### src/rtl/uart_tx.sv
// uart_tx -- serial UART transmitter.
//
// Serialises one byte per accepted TX_EN strobe as an asynchronous frame:
// start bit (0), 8 data bits LSB first, optional parity bit, then 1 or 2
// stop bits (1). Every bit is held for BAUD_DIV clocks.
//
// Ports:
//   clk        system clock, all state on the rising edge
//   reset      asynchronous, active-low reset
//   TX_EN      send strobe, sampled only while idle
//   TX_DATA    byte to send, captured on the accepting edge
//   TX_STATUS  1 while a frame is in progress
//   TX_DONE    one-cycle pulse in the first idle cycle after a frame
//   UART_TX    serial line, idle high
module uart_tx #(
    parameter int unsigned BAUD_DIV   = 10417,
    parameter int unsigned PARITY_EN  = 0,
    parameter int unsigned PARITY_ODD = 0,
    parameter int unsigned STOP_BITS  = 1
) (
    input  logic       clk,
    input  logic       reset,
    input  logic       TX_EN,
    input  logic [7:0] TX_DATA,
    output logic       TX_STATUS,
    output logic       TX_DONE,
    output logic       UART_TX
);

    if (BAUD_DIV < 2 || BAUD_DIV > 65535 || (STOP_BITS != 1 && STOP_BITS != 2)) begin : g_bad_param
        $error("uart_tx: illegal parameters BAUD_DIV=%0d STOP_BITS=%0d", BAUD_DIV, STOP_BITS);
    end

    localparam logic [15:0] BAUD_LAST = 16'(BAUD_DIV - 1);
    localparam logic [2:0]  STOP_LAST = 3'(STOP_BITS - 1);
    localparam logic        PAR_EN    = (PARITY_EN != 0);
    localparam logic        PAR_ODD   = (PARITY_ODD != 0);

    typedef enum logic [2:0] {
        IDLE,
        START,
        DATA,
        PARITY,
        STOP
    } state_e;

    state_e      state_q, state_d;
    logic [15:0] baud_q, baud_d;
    logic [2:0]  bit_q, bit_d;
    logic [7:0]  shift_q, shift_d;
    logic        par_q, par_d;
    logic        tx_q, tx_d;
    logic        busy_q, busy_d;
    logic        done_q, done_d;
    logic        baud_tick;

    assign baud_tick = (baud_q == BAUD_LAST);

    // tx_q always holds the level of the bit currently on the line; on each
    // terminal count the next bit is loaded so it appears on the same edge
    // that starts its BAUD_DIV window. The shift register is pre-shifted, so
    // shift_q[0] is always the next data bit to present.
    always_comb begin
        state_d = state_q;
        baud_d  = baud_q;
        bit_d   = bit_q;
        shift_d = shift_q;
        par_d   = par_q;
        tx_d    = tx_q;
        busy_d  = busy_q;
        done_d  = 1'b0;

        if (state_q != IDLE) begin
            baud_d = baud_tick ? '0 : baud_q + 16'd1;
        end

        unique case (state_q)
            IDLE: begin
                tx_d   = 1'b1;
                busy_d = 1'b0;
                baud_d = '0;
                bit_d  = '0;
                if (TX_EN) begin
                    shift_d = TX_DATA;
                    par_d   = (^TX_DATA) ^ PAR_ODD;
                    state_d = START;
                    tx_d    = 1'b0;
                    busy_d  = 1'b1;
                end
            end
            START: begin
                if (baud_tick) begin
                    state_d = DATA;
                    tx_d    = shift_q[0];
                    shift_d = shift_q >> 1;
                    bit_d   = '0;
                end
            end
            DATA: begin
                if (baud_tick) begin
                    if (bit_q == 3'd7) begin
                        bit_d = '0;
                        if (PAR_EN) begin
                            state_d = PARITY;
                            tx_d    = par_q;
                        end else begin
                            state_d = STOP;
                            tx_d    = 1'b1;
                        end
                    end else begin
                        bit_d   = bit_q + 3'd1;
                        tx_d    = shift_q[0];
                        shift_d = shift_q >> 1;
                    end
                end
            end
            PARITY: begin
                if (baud_tick) begin
                    state_d = STOP;
                    tx_d    = 1'b1;
                    bit_d   = '0;
                end
            end
            STOP: begin
                // bit_q counts completed stop bits
                if (baud_tick) begin
                    if (bit_q == STOP_LAST) begin
                        state_d = IDLE;
                        busy_d  = 1'b0;
                        done_d  = 1'b1;
                        tx_d    = 1'b1;
                        bit_d   = '0;
                    end else begin
                        bit_d = bit_q + 3'd1;
                    end
                end
            end
            default: begin
                state_d = IDLE;
                tx_d    = 1'b1;
                busy_d  = 1'b0;
            end
        endcase
    end

    always_ff @(posedge clk or negedge reset) begin
        if (!reset) begin
            state_q <= IDLE;
            baud_q  <= '0;
            bit_q   <= '0;
            shift_q <= '0;
            par_q   <= 1'b0;
            tx_q    <= 1'b1;
            busy_q  <= 1'b0;
            done_q  <= 1'b0;
        end else begin
            state_q <= state_d;
            baud_q  <= baud_d;
            bit_q   <= bit_d;
            shift_q <= shift_d;
            par_q   <= par_d;
            tx_q    <= tx_d;
            busy_q  <= busy_d;
            done_q  <= done_d;
        end
    end

    assign UART_TX   = tx_q;
    assign TX_STATUS = busy_q;
    assign TX_DONE   = done_q;

endmodule

### config.mk
export PLATFORM = sky130hd
export DESIGN_NAME = uart_tx
export DESIGN_NICKNAME = d
export VERILOG_FILES = /design/src/rtl/uart_tx.sv
export SDC_FILE = /design/constraint.sdc
export NUM_CORES = 1
export LEC_CHECK = 0
export BUFFER_PORTS_ARGS = -buffer_cell sky130_fd_sc_hd__buf_2
export CAP_MARGIN = 20
export CORE_ASPECT_RATIO = 0.7
export CORE_MARGIN = 10
export CORE_UTILIZATION = 50
export DETAILED_ROUTE_END_ITERATION = 6
export GPL_TIMING_DRIVEN = 0
export PLACE_DENSITY = 0.66
export RECOVER_POWER = 100
export REMOVE_ABC_BUFFERS = 1
export SYNTH_ARGS = -nofsm -noshare
export SYNTH_HDL_FRONTEND = slang
export SYNTH_SLANG_ARGS = --single-unit
### constraint.sdc
create_clock -name clk -period 2.5 [get_ports clk]
set_input_delay 0.125 -clock clk [delete_from_list [all_inputs] [get_ports clk]]
set_output_delay 0.125 -clock clk [all_outputs]
set_load 0.02 [all_outputs]
==> run_results.csv, run 1 <==
group,metric,value,unit
worst_setup_path,r2r_start,"bit_q[0]$_DFFE_PN0P_",
clock_tree,cts_buffer_depth,2,
clock_tree,clkLatencyLatePin,0.29,ns
finish,seq_area,827,µm²
global_route,grt_antenna_before_repair,0,
run_status,failed_checks,"max-capacitance violations, max-slew violations",
clock_tree,cts_resized,0,
logic_synthesis,synth_top_area_frac,0.437,
logic_synthesis,area_of_the_mapped_netlist,1830,µm²
global_route,grt_pass1_vias,1467,
sta,report.final.setup_viol,0,
placement,gp_congestion,0.819,
worst_setup_path,worstPathCellList,"ha_1, ha_1, or2_1, a211oi_2, o21a_2, a2bb2oi_1",
floorplanning,dieArea,6530,µm²
global_route,grt_overflow,0,
worst_setup_path,worst-endpoint-arrival,2.44,ns
finish,final_design_area_no_fill,2050,µm²
worst_setup_path,critical-path-top-delay-family,"compound AO/OA/AOI/OAI gates",
power_and_ir_drop,power.share.combinational,0.170,
power_and_ir_drop,p_leak,0.891,nW
clock_tree,numCtsBuffers,5,
floorplanning,start_util,0.518,
sta,period_share,0.890,
floorplanning,dieHeight,70.7,µm
power_and_ir_drop,netSwitchingFraction,0.281,
global_route,grt_max_degree,34,
worst_setup_path,cp_common_cell,"sky130_fd_sc_hd__ha_1",
worst_setup_path,crit_path_max_incr_delay,0.55,ns
placement,buffer_ports.inserted,13,
worst_setup_path,criticalPathCategory,"register to register",
run,drv_cap,1,
route,detail_route.vias_per_cell,5.63,
route,drt-wirelength-per-cell,16.0,µm
global_route,grtUsageTotal,0.127,
power_and_ir_drop,power.share.sequential,0.475,
finish,antenna_diodes,0,
placement,post_dp_cell_area,1920,µm²
sta,relSlewSlack,-0.214,
worst_hold_path,worst_hold_path_type,"input port to register",
logic_synthesis,synth-warning-count,0,
finish,fillerInstances,344,
power_and_ir_drop,switchingPower,417,µW
clock_tree,cts.sinks,33,
worst_setup_path,timing.critical_path.from_type,"register",
placement,dp_worst_slack,0.122,ns
logic_synthesis,synth_cells,187,
route,detail_route.first_pass.iterations,5,
worst_setup_path,crit_path_start,"bit_q[0]$_DFFE_PN0P_",
worst_setup_path,worst-r2r-setup-slack,0.27,ns
floorplanning,fp.coreArea,3540,µm²
worst_setup_path,timing.critical_path.buf_inv,0,
worst_setup_path,worst_r2r_path_depth,6,
global_route,grt_pass1_wl,6860,µm
sta,rsz0062_at_grt,"no",
route,detail_route.iter0.violations,73,
clock_tree,clock_pin_slew_of_the_registers_on_the_worst_case_setup_and_hold_paths,0.07,ns
finish,syn2layout_area_growth,11.9,%
finish,fin_nets,218,
worst_setup_path,crit_slowest_cell,"sky130_fd_sc_hd__a211oi_2",
clock_tree,cts.htree.levels,2,
worst_setup_path,worstPathMaxFanout,8,
finish,final_layout_size_suffix_gt1_frac,0.128,
logic_synthesis,synthDistinctLibCells,43,
worst_setup_path,worstSetupEndpointType,"register",
logic_synthesis,syn_area_per_cell,9.80,µm²
power_and_ir_drop,power.ir.vdd_worst,431,µV
placement,place.detailed.hpwl,2740,µm
finish,multi_input_comb_area,911,µm²
clock_tree,clockRootBuffer,"sky130_fd_sc_hd__clkbuf_8",
route,routed-via-count,1424,
sta,finalMaxSlewViolations,34,
route,detail_route.drc_violations,0,
power_and_ir_drop,power.share.clock,0.355,
floorplanning,die_width,92.4,µm
sta,number_of_hold_violations_in_the_final_report,0,
worst_setup_path,cp.required,2.71,ns
logic_synthesis,synth_top_cell_by_area,"sky130_fd_sc_hd__dfrtp_1",
logic_synthesis,ys_seq_area_frac,0.451,
sta,fin_worst_skew,0.00339,ns
worst_setup_path,worstSetupEndpoint,"shift_q[6]$_DFFE_PN0P_",
sta,setup_ws,0.275,ns
logic_synthesis,yosys_register_bits,33,
sta,maxClockFrequency,449,MHz
power_and_ir_drop,cellInternalPower,1.07,mW
sta,final.setup.tns,0,ns
floorplanning,ports_placed_on_the_boundary,14,
clock_tree,cts_tree,"yes",
route,drt_wl_total,4040,µm
floorplanning,core.rowCount,18,
worst_setup_path,reg2reg_to,"shift_q[6]$_DFFE_PN0P_",
run_status,status,"finished with violations",
route,ant_nets,0,
logic_synthesis,dominant_cells_by_area_after_synthesis,"sky130_fd_sc_hd__dfrtp_1, sky130_fd_sc_hd__xnor2_1, sky130_fd_sc_hd__nor2_1",
power_and_ir_drop,power_density,723,nW/µm²
worst_setup_path,timing.critical_path.depth,6,
sta,post-route-min-period,2.23,ns
sta,timing_worst_slew_pin_value,1.82,ns
[registers in the layout, indices dropped and copies added (netlist names)]
signal and flops:
shift_q 8, baud_q 16, TX_DONE 1, UART_TX 1, bit_q 3, state_q 3, TX_STATUS 1
[Yosys cell counts]
library cell	count
sky130_fd_sc_hd__a2111o_1	1
sky130_fd_sc_hd__a211oi_1	1
sky130_fd_sc_hd__a211oi_4	1
sky130_fd_sc_hd__a21o_1	1
sky130_fd_sc_hd__a21oi_1	5
sky130_fd_sc_hd__a22oi_1	1
sky130_fd_sc_hd__a2bb2oi_1	8
sky130_fd_sc_hd__a311oi_1	1
sky130_fd_sc_hd__a32o_1	1
sky130_fd_sc_hd__and3_1	1
sky130_fd_sc_hd__and4_1	1
sky130_fd_sc_hd__and4b_1	1
sky130_fd_sc_hd__buf_2	6
sky130_fd_sc_hd__clkbuf_1	3
sky130_fd_sc_hd__dfrtp_1	32
sky130_fd_sc_hd__dfstp_2	1
sky130_fd_sc_hd__ha_1	5
sky130_fd_sc_hd__inv_1	12
sky130_fd_sc_hd__maj3_2	1
sky130_fd_sc_hd__mux2_1	2
sky130_fd_sc_hd__nand2_1	3
sky130_fd_sc_hd__nand2b_1	4
sky130_fd_sc_hd__nand3_1	6
sky130_fd_sc_hd__nand4_1	4
sky130_fd_sc_hd__nor2_1	24
sky130_fd_sc_hd__nor2b_1	1
sky130_fd_sc_hd__nor3_1	7
sky130_fd_sc_hd__nor3b_1	1
sky130_fd_sc_hd__nor4_1	5
sky130_fd_sc_hd__nor4b_2	2
sky130_fd_sc_hd__o211ai_1	1
sky130_fd_sc_hd__o21a_2	1
sky130_fd_sc_hd__o21ai_0	5
sky130_fd_sc_hd__o21ai_1	4
sky130_fd_sc_hd__o21ai_2	1
sky130_fd_sc_hd__o21bai_1	7
sky130_fd_sc_hd__o31ai_1	7
sky130_fd_sc_hd__or2_1	2
sky130_fd_sc_hd__or2_2	1
sky130_fd_sc_hd__or3_1	1
sky130_fd_sc_hd__xnor2_1	13
sky130_fd_sc_hd__xnor2_2	1
sky130_fd_sc_hd__xor2_1	1
[worst min-delay path, stage by stage]
cell and delay, ns:
sky130_fd_sc_hd__buf_2 0.08, sky130_fd_sc_hd__nand3_1 0.08, sky130_fd_sc_hd__o21ai_1 0.09
[worst min path at each step]
stage | from | to | slack, ns | cells past startpoint
2_1_floorplan | reset | TX_DONE$_DFF_PN0_ | -0.17 | 0
3_3_place_gp | reset | bit_q[0]$_DFFE_PN0P_ | 0.22 | 1
3_5_place_dp | reset | bit_q[0]$_DFFE_PN0P_ | 0.23 | 1
4_1_cts | TX_DATA[7] | shift_q[7]$_DFFE_PN0P_ | 0.12 | 3
5_1_grt | TX_DATA[7] | shift_q[7]$_DFFE_PN0P_ | 0.14 | 3
6_report | TX_DATA[7] | shift_q[7]$_DFFE_PN0P_ | 0.12 | 3
[power by group through the flow]
stage	sequential, mW	combinational, mW	clock, mW
final	0.705	0.252	0.527
after global routing	0.717	0.285	0.552
after CTS	0.702	0.262	0.532
after detailed placement	0.712	0.258	0
after global placement	0.703	0.248	0
after floorplan	0.706	0.178	0
[cell usage in the layout (no fill, tap or decap), drive strengths merged, types with 2 or more instances in the layout]
| cell type | count |
|---|---|
| a211oi | 2 |
| a21oi | 5 |
| a2bb2oi | 8 |
| buf | 10 |
| clkbuf | 13 |
| dfrtp | 32 |
| ha | 5 |
| inv | 12 |
| mux2 | 2 |
| nand2 | 3 |
| nand2b | 4 |
| nand3 | 6 |
| nand4 | 4 |
| nor2 | 24 |
| nor3 | 7 |
| nor4 | 5 |
| nor4b | 2 |
| o21ai | 10 |
| o21bai | 7 |
| o31ai | 7 |
| or2 | 3 |
| xnor2 | 14 |
[metrics by stage]
step,utilization,cells,power [mW],hold WS [ns]
finish,0.580,253,1.48,0.121
global route,0.580,253,1.55,0.142
CTS,0.579,250,1.50,0.120
detailed placement,0.543,241,0.970,0.233
global placement,0.543,241,0.951,0.222
floorplan,-,178,0.884,-0.171
[kinds of logic (layout without fill, tap and decap cells)]
kind of cell               count (synthesis)  after routing  synth area share
adders and majority gates                  6              6            0.0403
muxes                                      2              2            0.0123
buffers and inverters                     21             37            0.0471
xor gates and xnor gates                  15             15            0.0758
DFF                                       33             33             0.451
AOI/OAI and AO/OA                         46             46             0.187
and+or+nand+nor                           64             64             0.186
[cell type report]
cell class | count | area share
clock inverter | 1 | 0.0146
sequential | 33 | 0.403
multi-input combinational | 133 | 0.444
timing repair buffer | 17 | 0.0433
inverter | 12 | 0.0220
tap | 50 | 0.0305
clock buffer | 7 | 0.0421
[what timing repair did]
| action | in CTS | in global routing |
|---|---|---|
| setup endpoints to repair | 0 | 2 |
| endpoints found under the hold margin | 32 | 0 |
| hold buffers | 1 | 0 |
| setup buffers | 0 | 3 |
[metal layers]
metal,part of all wire,wire length (µm),up-vias,track usage
met1,0.48,1950,699,0.164
met4,0.014,55,0,0.0563
met3,0.049,198,4,0.0464
met2,0.45,1840,23,0.188
met5,0,0,-,0
li1,-,-,698,-
No activity file was read; power rests on OpenSTA's default activity.
==> inputs of run 2 (changes only) <==
- SETUP_SLACK_MARGIN: not set -> 0.5
==> run 2 against run 1 <==
The run now ends clean. Register-to-register slack improved by 0.22 ns. Clock skew fell by 0.00067 ns. Global-route usage rose by 0.26 points. Final area rose by 0.37%. Die area did not move. Utilization rose by 0.21 points. Total power rose by 0.13%. Combinational power barely moved. Worst hold slack barely moved. Clock power barely moved. Cell count did not move. Via count did not move. Critical endpoint is now bit_q[2]$_DFFE_PN0P_. Largest cell class unchanged. Largest power group unchanged. Highest routed layer unchanged.
==> run_results.csv, run 2 (same netlist as run 1, synthesis figures left out) <==
group,metric,value,unit
power_and_ir_drop,switchingPower,417,µW
finish,largest_register_ff_count,16,
sta,rsz0062_at_grt,"yes",
worst_setup_path,worst-r2r-setup-slack,0.49,ns
finish,final_cells,253,
clock_tree,clock_pin_slew_of_the_registers_on_the_worst_case_setup_and_hold_paths,0.07,ns
worst_setup_path,crit_slowest_cell,"sky130_fd_sc_hd__maj3_1",
clock_tree,clkLatencyLatePin,0.29,ns
power_and_ir_drop,power.share.clock,0.354,
power_and_ir_drop,p_total,1.49,mW
global_route,grt_overflow,0,
power_and_ir_drop,cellInternalPower,1.07,mW
worst_setup_path,critical-path-top-delay-family,"adder cells",
route,routed-via-count,1424,
power_and_ir_drop,power.ir.vdd_worst,433,µV
finish,antenna_diodes,0,
worst_setup_path,worstSetupEndpointType,"register",
route,detail_route.iter0.violations,66,
global_route,grtUsageTotal,0.130,
worst_hold_path,whs_path_depth,3,
worst_setup_path,timing.critical_path.from_type,"register",
placement,gp_congestion,0.819,
placement,place.detailed.hpwl,2740,µm
worst_setup_path,timing.critical_path.buf_inv,1,
finish,fillerInstances,341,
clock_tree,cts_tree,"yes",
sta,fin_worst_skew,0.00272,ns
sta,final.setup.tns,0,ns
run_status,status,"finished clean",
worst_setup_path,worst_r2r_path_depth,6,
worst_hold_path,worst_hold_path_type,"input port to register",
finish,layout_commonest_cell,"sky130_fd_sc_hd__dfrtp_1",
sta,fin_worst_hold_slack,0.122,ns
power_and_ir_drop,p_leak,0.896,nW
finish,syn2layout_area_growth,12.3,%
global_route,grt_antenna_before_repair,0,
sta,maxClockFrequency,498,MHz
floorplanning,dieArea,6530,µm²
route,detail_route.vias_per_cell,5.63,
finish,final_layout_size_suffix_gt1_frac,0.128,
sta,setup_ws,0.492,ns
route,drt_wl_total,4030,µm
sta,finalMaxSlewViolations,0,
clock_tree,numCtsBuffers,5,
worst_setup_path,crit_path_max_incr_delay,0.45,ns
clock_tree,cts.htree.levels,2,
finish,fin_nets,218,
worst_setup_path,worstPathCellList,"inv_1, ha_1, nor3b_1, nand4_1, maj3_1, mux2_1",
global_route,grt_pass1_vias,1482,
power_and_ir_drop,power.share.combinational,0.171,
floorplanning,dieHeight,70.7,µm
finish,most_used_cells_in_the_layout_excluding_fill_and_tap_cells,"sky130_fd_sc_hd__dfrtp_1, sky130_fd_sc_hd__nor2_1, sky130_fd_sc_hd__xnor2_1",
sta,timing_worst_slew_pin_value,0.814,ns
finish,largest_register,"baud_q",
finish,biggestRegsByFlops,"baud_q x16, shift_q x8",
worst_setup_path,timing.critical_path.depth,6,
sta,post-route-min-period,2.01,ns
floorplanning,die_width,92.4,µm
clock_tree,cts.sinks,33,
power_and_ir_drop,power_density,722,nW/µm²
clock_tree,clockRootBuffer,"sky130_fd_sc_hd__clkbuf_8",
power_and_ir_drop,netSwitchingFraction,0.281,
sta,report.final.setup_viol,0,
worst_setup_path,worstPathMaxFanout,5,
route,ant_nets,0,
global_route,grt_pass1_wl,6970,µm
floorplanning,core.rowCount,18,
worst_setup_path,worst-endpoint-arrival,2.18,ns
placement,buffer_ports.inserted,13,
floorplanning,fp.coreArea,3540,µm²
sta,relSlewSlack,0.457,
placement,placed_cells_incl_taps,241,
floorplanning,ports_placed_on_the_boundary,14,
sta,period_share,0.803,
worst_setup_path,cp.required,2.67,ns
sta,number_of_hold_violations_in_the_final_report,0,
worst_setup_path,criticalPathCategory,"register to register",
run,drv_cap,0,
clock_tree,cts_buffer_depth,2,
floorplanning,start_util,0.518,
placement,dp_worst_slack,0.122,ns
power_and_ir_drop,power.share.sequential,0.475,
route,detail_route.first_pass.iterations,4,
global_route,grt_max_degree,34,
route,detail_route.drc_violations,0,
route,drt-wirelength-per-cell,15.9,µm
[run 2: changes by cell type in the layout (fill, tap and decap cells not counted)]
cell,change
sky130_fd_sc_hd__a211oi_2,-1
sky130_fd_sc_hd__a211oi_4,+1
sky130_fd_sc_hd__buf_2,+1
sky130_fd_sc_hd__buf_4,+1
sky130_fd_sc_hd__clkbuf_1,-1
sky130_fd_sc_hd__clkbuf_4,-1
sky130_fd_sc_hd__o21a_1,+1
sky130_fd_sc_hd__o21a_2,-1
[run 2: final cells by class]
type	count	area, µm²	share of cell area
inverter	12	45.0	0.0219
sequential	33	827	0.402
tap	50	62.6	0.0304
timing repair buffer	17	90.1	0.0438
clock buffer	7	86.3	0.0419
multi-input combinational	133	917	0.446
clock inverter	1	30.0	0.0146
[run 2: final timing paths]
path / end / start
max: bit_q[2]$_DFFE_PN0P_ / baud_q[0]$_DFF_PN0_
min: shift_q[7]$_DFFE_PN0P_ / TX_DATA[7]
max reg2reg: bit_q[2]$_DFFE_PN0P_ / baud_q[0]$_DFF_PN0_
min reg2reg: baud_q[0]$_DFF_PN0_ / baud_q[0]$_DFF_PN0_
max in group asynchronous: baud_q[6]$_DFF_PN0_ / reset
min in group asynchronous: bit_q[0]$_DFFE_PN0P_ / reset
[run 2: power groups by stage]
stage | clock (mW) | combinational, mW | sequential (mW)
after floorplan | 0 | 0.178 | 0.706
after global placement | 0 | 0.248 | 0.703
after detailed placement | 0 | 0.258 | 0.712
final | 0.525 | 0.254 | 0.706
after CTS | 0.532 | 0.263 | 0.702
after global routing | 0.552 | 0.289 | 0.717
[run 2: stage by stage]
step            util  area, µm²
2_1_floorplan      -       1790
3_3_place_gp   0.543       1920
3_5_place_dp   0.543       1920
4_1_cts        0.585       2070
5_1_grt        0.582       2060
6_report       0.582       2060
[run 2: worst register-to-register path, stage by stage, from the launching register on]
cell	delay (ns)
sky130_fd_sc_hd__dfrtp_1	0.43
sky130_fd_sc_hd__inv_1	0.08
sky130_fd_sc_hd__ha_1	0.14
sky130_fd_sc_hd__nor3b_1	0.22
sky130_fd_sc_hd__nand4_1	0.24
sky130_fd_sc_hd__maj3_1	0.45
sky130_fd_sc_hd__mux2_1	0.32
[run 2: repair_timing]
| action | in CTS | in global routing |
|---|---|---|
| endpoints found under the hold margin | 32 | 0 |
| resized for setup | 0 | 1 |
| setup endpoints to repair | 26 | 14 |
| pin swaps | 2 | 1 |
| setup buffers | 3 | 0 |
| hold buffers | 1 | 0 |
[run 2: routing by layer]
metal  share of wire  vias up  global-route usage
li1                -      695                   -
met1            0.48      693               0.162
met2            0.46       30               0.199
met3           0.052        6              0.0485
met4           0.015        0              0.0529
met5               0        -                   0
==> inputs of run 3 (changes only) <==
- ABC_AREA: not set -> 1
- clock period: 2.5 -> 2.1 ns (I/O delays scaled with it)
==> run 3 against run 2 <==
Total power rose by 87%. Routed wire length rose by 3.1%. Final area rose by 12%. First-iteration DRC count rose by 39%.
==> run_results.csv, run 3 <==
group,metric,value,unit
floorplanning,dieArea,6880,µm²
worst_hold_path,whs_path_depth,3,
route,ant_nets,0,
logic_synthesis,synthDistinctLibCells,26,
global_route,grt_pass1_wl,6910,µm
logic_synthesis,post_synth_xor_area_fraction,0.0223,
finish,biggestRegsByFlops,"baud_q x16, shift_q x8",
finish,fin_nets,310,
worst_setup_path,worst_r2r_path_depth,8,
clock_tree,cts.sinks,33,
placement,post_dp_cell_area,2060,µm²
global_route,grt_max_degree,34,
clock_tree,numCtsBuffers,5,
floorplanning,start_util,0.538,
worst_setup_path,timing.critical_path.buf_inv,1,
route,detail_route.drc_violations,0,
route,drt-wirelength-per-cell,12.0,µm
placement,buffer_ports.inserted,13,
route,detail_route.first_pass.iterations,4,
clock_tree,cts_buffer_depth,2,
worst_setup_path,timing.critical_path.from_type,"register",
run,drv_cap,0,
logic_synthesis,synthMuxAreaShare,0,
logic_synthesis,dominant_combinational_cell_family_by_area_after_synthesis,"simple AND/OR/NAND/NOR gates",
finish,largest_register_ff_count,16,
clock_tree,clock_pin_slew_of_the_registers_on_the_worst_case_setup_and_hold_paths,0.07,ns
finish,final_layout_size_suffix_gt1_frac,0.200,
logic_synthesis,synth_fa_ha_area_frac,0.0318,
worst_hold_path,worst_hold_path_type,"input port to register",
finish,antenna_diodes,0,
clock_tree,cts.htree.levels,2,
logic_synthesis,dominant_cells_by_area_after_synthesis,"sky130_fd_sc_hd__dfrtp_1, sky130_fd_sc_hd__nand2_1, sky130_fd_sc_hd__inv_1",
route,routed-via-count,1710,
worst_setup_path,worstSetupEndpointType,"register",
floorplanning,ports_placed_on_the_boundary,14,
worst_setup_path,r2r_start,"state_q[0]$_DFFE_PN0P_",
global_route,gr_met1_demand_resource,0.179,
placement,place.detailed.hpwl,2900,µm
worst_setup_path,worst-r2r-setup-slack,0.40,ns
sta,report.final.setup_viol,0,
worst_setup_path,worstPathCellList,"nor2_1, nand2_1, o21ai_4, buf_12, nand2_1, o21ai_0, nand3_1, nand2_1",
sta,post-route-min-period,1.70,ns
logic_synthesis,post_synth_most_frequent_cells,"sky130_fd_sc_hd__nand2_1, sky130_fd_sc_hd__inv_1, sky130_fd_sc_hd__nor2_1",
logic_synthesis,area_fraction_in_and_or_nand_and_nor_cells_after_synthesis,0.375,
logic_synthesis,dominantRegCellSynth,"sky130_fd_sc_hd__dfrtp_1",
worst_hold_path,worst_hold_path.endpoint,"shift_q[7]$_DFFE_PN0P_",
logic_synthesis,synth_edf_count,0,
worst_setup_path,criticalPathCategory,"register to register",
power_and_ir_drop,power.ir.vdd_worst,849,µV
sta,relSlewSlack,0.462,
logic_synthesis,post_synthesis_async_set_or_reset_flop_share,1.00,
sta,final.setup.tns,0,ns
floorplanning,core.rowCount,18,
finish,syn2layout_area_growth,17.4,%
logic_synthesis,syn_area_per_cell,7.41,µm²
logic_synthesis,yosys_register_bits,33,
worst_setup_path,crit_path_max_incr_delay,0.44,ns
worst_setup_path,reg2reg_to,"shift_q[0]$_DFFE_PN0P_",
global_route,global_route.usage.met3,0.0380,
logic_synthesis,synth_top_area_frac,0.408,
global_route,grt_overflow,0,
finish,final_design_area_no_fill,2310,µm²
sta,rsz0062_at_grt,"yes",
worst_setup_path,worst-endpoint-arrival,1.92,ns
worst_setup_path,cp_common_cell,"sky130_fd_sc_hd__nand2_1",
power_and_ir_drop,p_leak,1.18,nW
sta,period_share,0.810,
floorplanning,die_width,94.9,µm
placement,gp_congestion,0.891,
global_route,globalRoute.busiestLayer,"met1",
finish,layout_commonest_cell,"sky130_fd_sc_hd__nand2_1",
finish,most_used_cells_in_the_layout_excluding_fill_and_tap_cells,"sky130_fd_sc_hd__nand2_1, sky130_fd_sc_hd__inv_1, sky130_fd_sc_hd__nor2_1",
run_status,status,"finished clean",
worst_setup_path,worstPathMaxFanout,14,
sta,maxClockFrequency,588,MHz
logic_synthesis,area_of_the_mapped_netlist,1960,µm²
sta,timing_worst_slew_pin_value,0.807,ns
global_route,grt_pass1_vias,1526,
global_route,grt_antenna_before_repair,0,
sta,number_of_hold_violations_in_the_final_report,0,
sta,fin_worst_skew,0.00746,ns
logic_synthesis,top_count_cell_post_synth,"sky130_fd_sc_hd__nand2_1",
route,detail_route.iter0.violations,92,
logic_synthesis,synth_compound_gate_area_share,0.0561,
logic_synthesis,synth-warning-count,0,
floorplanning,fp.coreArea,3650,µm²
clock_tree,clockRootBuffer,"sky130_fd_sc_hd__clkbuf_8",
finish,largest_register,"baud_q",
logic_synthesis,ys_seq_area_frac,0.421,
floorplanning,dieHeight,72.4,µm
logic_synthesis,synth_cells,265,
worst_setup_path,critical-path-top-delay-family,"simple AND/OR/NAND/NOR gates",
logic_synthesis,synth_top_cell_by_area,"sky130_fd_sc_hd__dfrtp_1",
worst_hold_path,worstHoldStart,"TX_DATA[7]",
worst_setup_path,cp.required,2.32,ns
route,drt_wl_total,4150,µm
sta,finalMaxSlewViolations,0,
clock_tree,cts_tree,"yes",
power_and_ir_drop,power_density,1210,nW/µm²
global_route,grtUsageTotal,0.125,
route,detail_route.vias_per_cell,4.96,
clock_tree,clkLatencyLatePin,0.29,ns
global_route,groute.layer.met2.usage,0.172,
worst_setup_path,crit_slowest_cell,"sky130_fd_sc_hd__dfrtp_1",
## run 3: cell types whose count changed in the layout (fill, tap and decap cells not counted), moves of 4 or more
cell                        change
sky130_fd_sc_hd__nand2_1       +65
sky130_fd_sc_hd__inv_1         +23
sky130_fd_sc_hd__nand3_1       +17
sky130_fd_sc_hd__xnor2_1       -11
sky130_fd_sc_hd__nand2_2       +10
sky130_fd_sc_hd__a2bb2oi_1      -8
sky130_fd_sc_hd__nor2_1         +8
sky130_fd_sc_hd__o21bai_1       -7
sky130_fd_sc_hd__o31ai_1        -7
sky130_fd_sc_hd__inv_2          +5
sky130_fd_sc_hd__nor4_1         -5
sky130_fd_sc_hd__nand2_4        +4
sky130_fd_sc_hd__nand2b_1       -4
sky130_fd_sc_hd__nor2_4         +4
## run 3: worst min-delay path: stages
cell and delay (ns):
sky130_fd_sc_hd__buf_2 0.07, sky130_fd_sc_hd__nand2_1 0.04, sky130_fd_sc_hd__nand2_1 0.05
## run 3: layout make-up
cell class                      instances  area (µm²)
Fill cell                             350        1340
Sequential cell                        33         828
Clock buffer                            8        80.1
Timing Repair Buffer                   25         170
Tap cell                               50        62.6
Multi-Input combinational cell        189        1010
Inverter                               40         150
## run 3: worst max path at each step
stage,endpoint,cells past startpoint,slack (ns),from
2_1_floorplan,bit_q[1]$_DFFE_PN0P_,11,0.58,baud_q[0]$_DFF_PN0_
3_3_place_gp,bit_q[0]$_DFFE_PN0P_,11,0.24,baud_q[0]$_DFF_PN0_
3_5_place_dp,bit_q[1]$_DFFE_PN0P_,11,0.25,baud_q[0]$_DFF_PN0_
4_1_cts,state_q[1]$_DFFE_PN0P_,11,0.50,baud_q[1]$_DFF_PN0_
5_1_grt,baud_q[11]$_DFF_PN0_,10,0.24,baud_q[1]$_DFF_PN0_
6_report,shift_q[0]$_DFFE_PN0P_,8,0.40,state_q[0]$_DFFE_PN0P_
## run 3: report_power, final
part	internal, mW	switching (mW)	total [mW]
clock network	0.235	0.220	0.456
registers	0.801	0.129	0.931
logic	0.544	0.851	1.39
total	1.58	1.20	2.78
## run 3: repair_timing
item / 4_1_cts / 5_1_grt
hold buffers: 1 / 0
buffers inserted: 5 / 6
setup endpoints to repair: 17 / 28
endpoints found under the hold margin: 32 / 0
resized for setup: 3 / 29
pin swaps: 2 / 11
## run 3: cell families (layout without fill, tap and decap cells)
logic type / Yosys count / after routing
buffers and inverters: 43 / 73
XOR/XNOR: 5 / 5
adder cells (fa/ha/maj): 5 / 5
AO/OA/AOI/OAI: 16 / 16
AND/OR/NAND/NOR: 163 / 163
flip-flops: 33 / 33
## run 3: stage by stage
stage	worst slack (ns)	instances	hold slack [ns]	utilization	power (mW)
after CTS	0.497	339	0.0118	0.602	2.61
after global placement	0.237	325	0.219	0.564	2.04
after global routing	0.236	345	0.0476	0.632	3.04
after detailed placement	0.252	325	0.216	0.564	2.05
final	0.399	345	0.0153	0.632	2.78
after floorplan	0.576	262	-0.191	-	1.79
## run 3: routing by layer
layer  routed length (µm)  share of wire
met5                    0              0
met1                 2170           0.52
met4                   69          0.017
met3                  229          0.055
met2                 1680           0.41
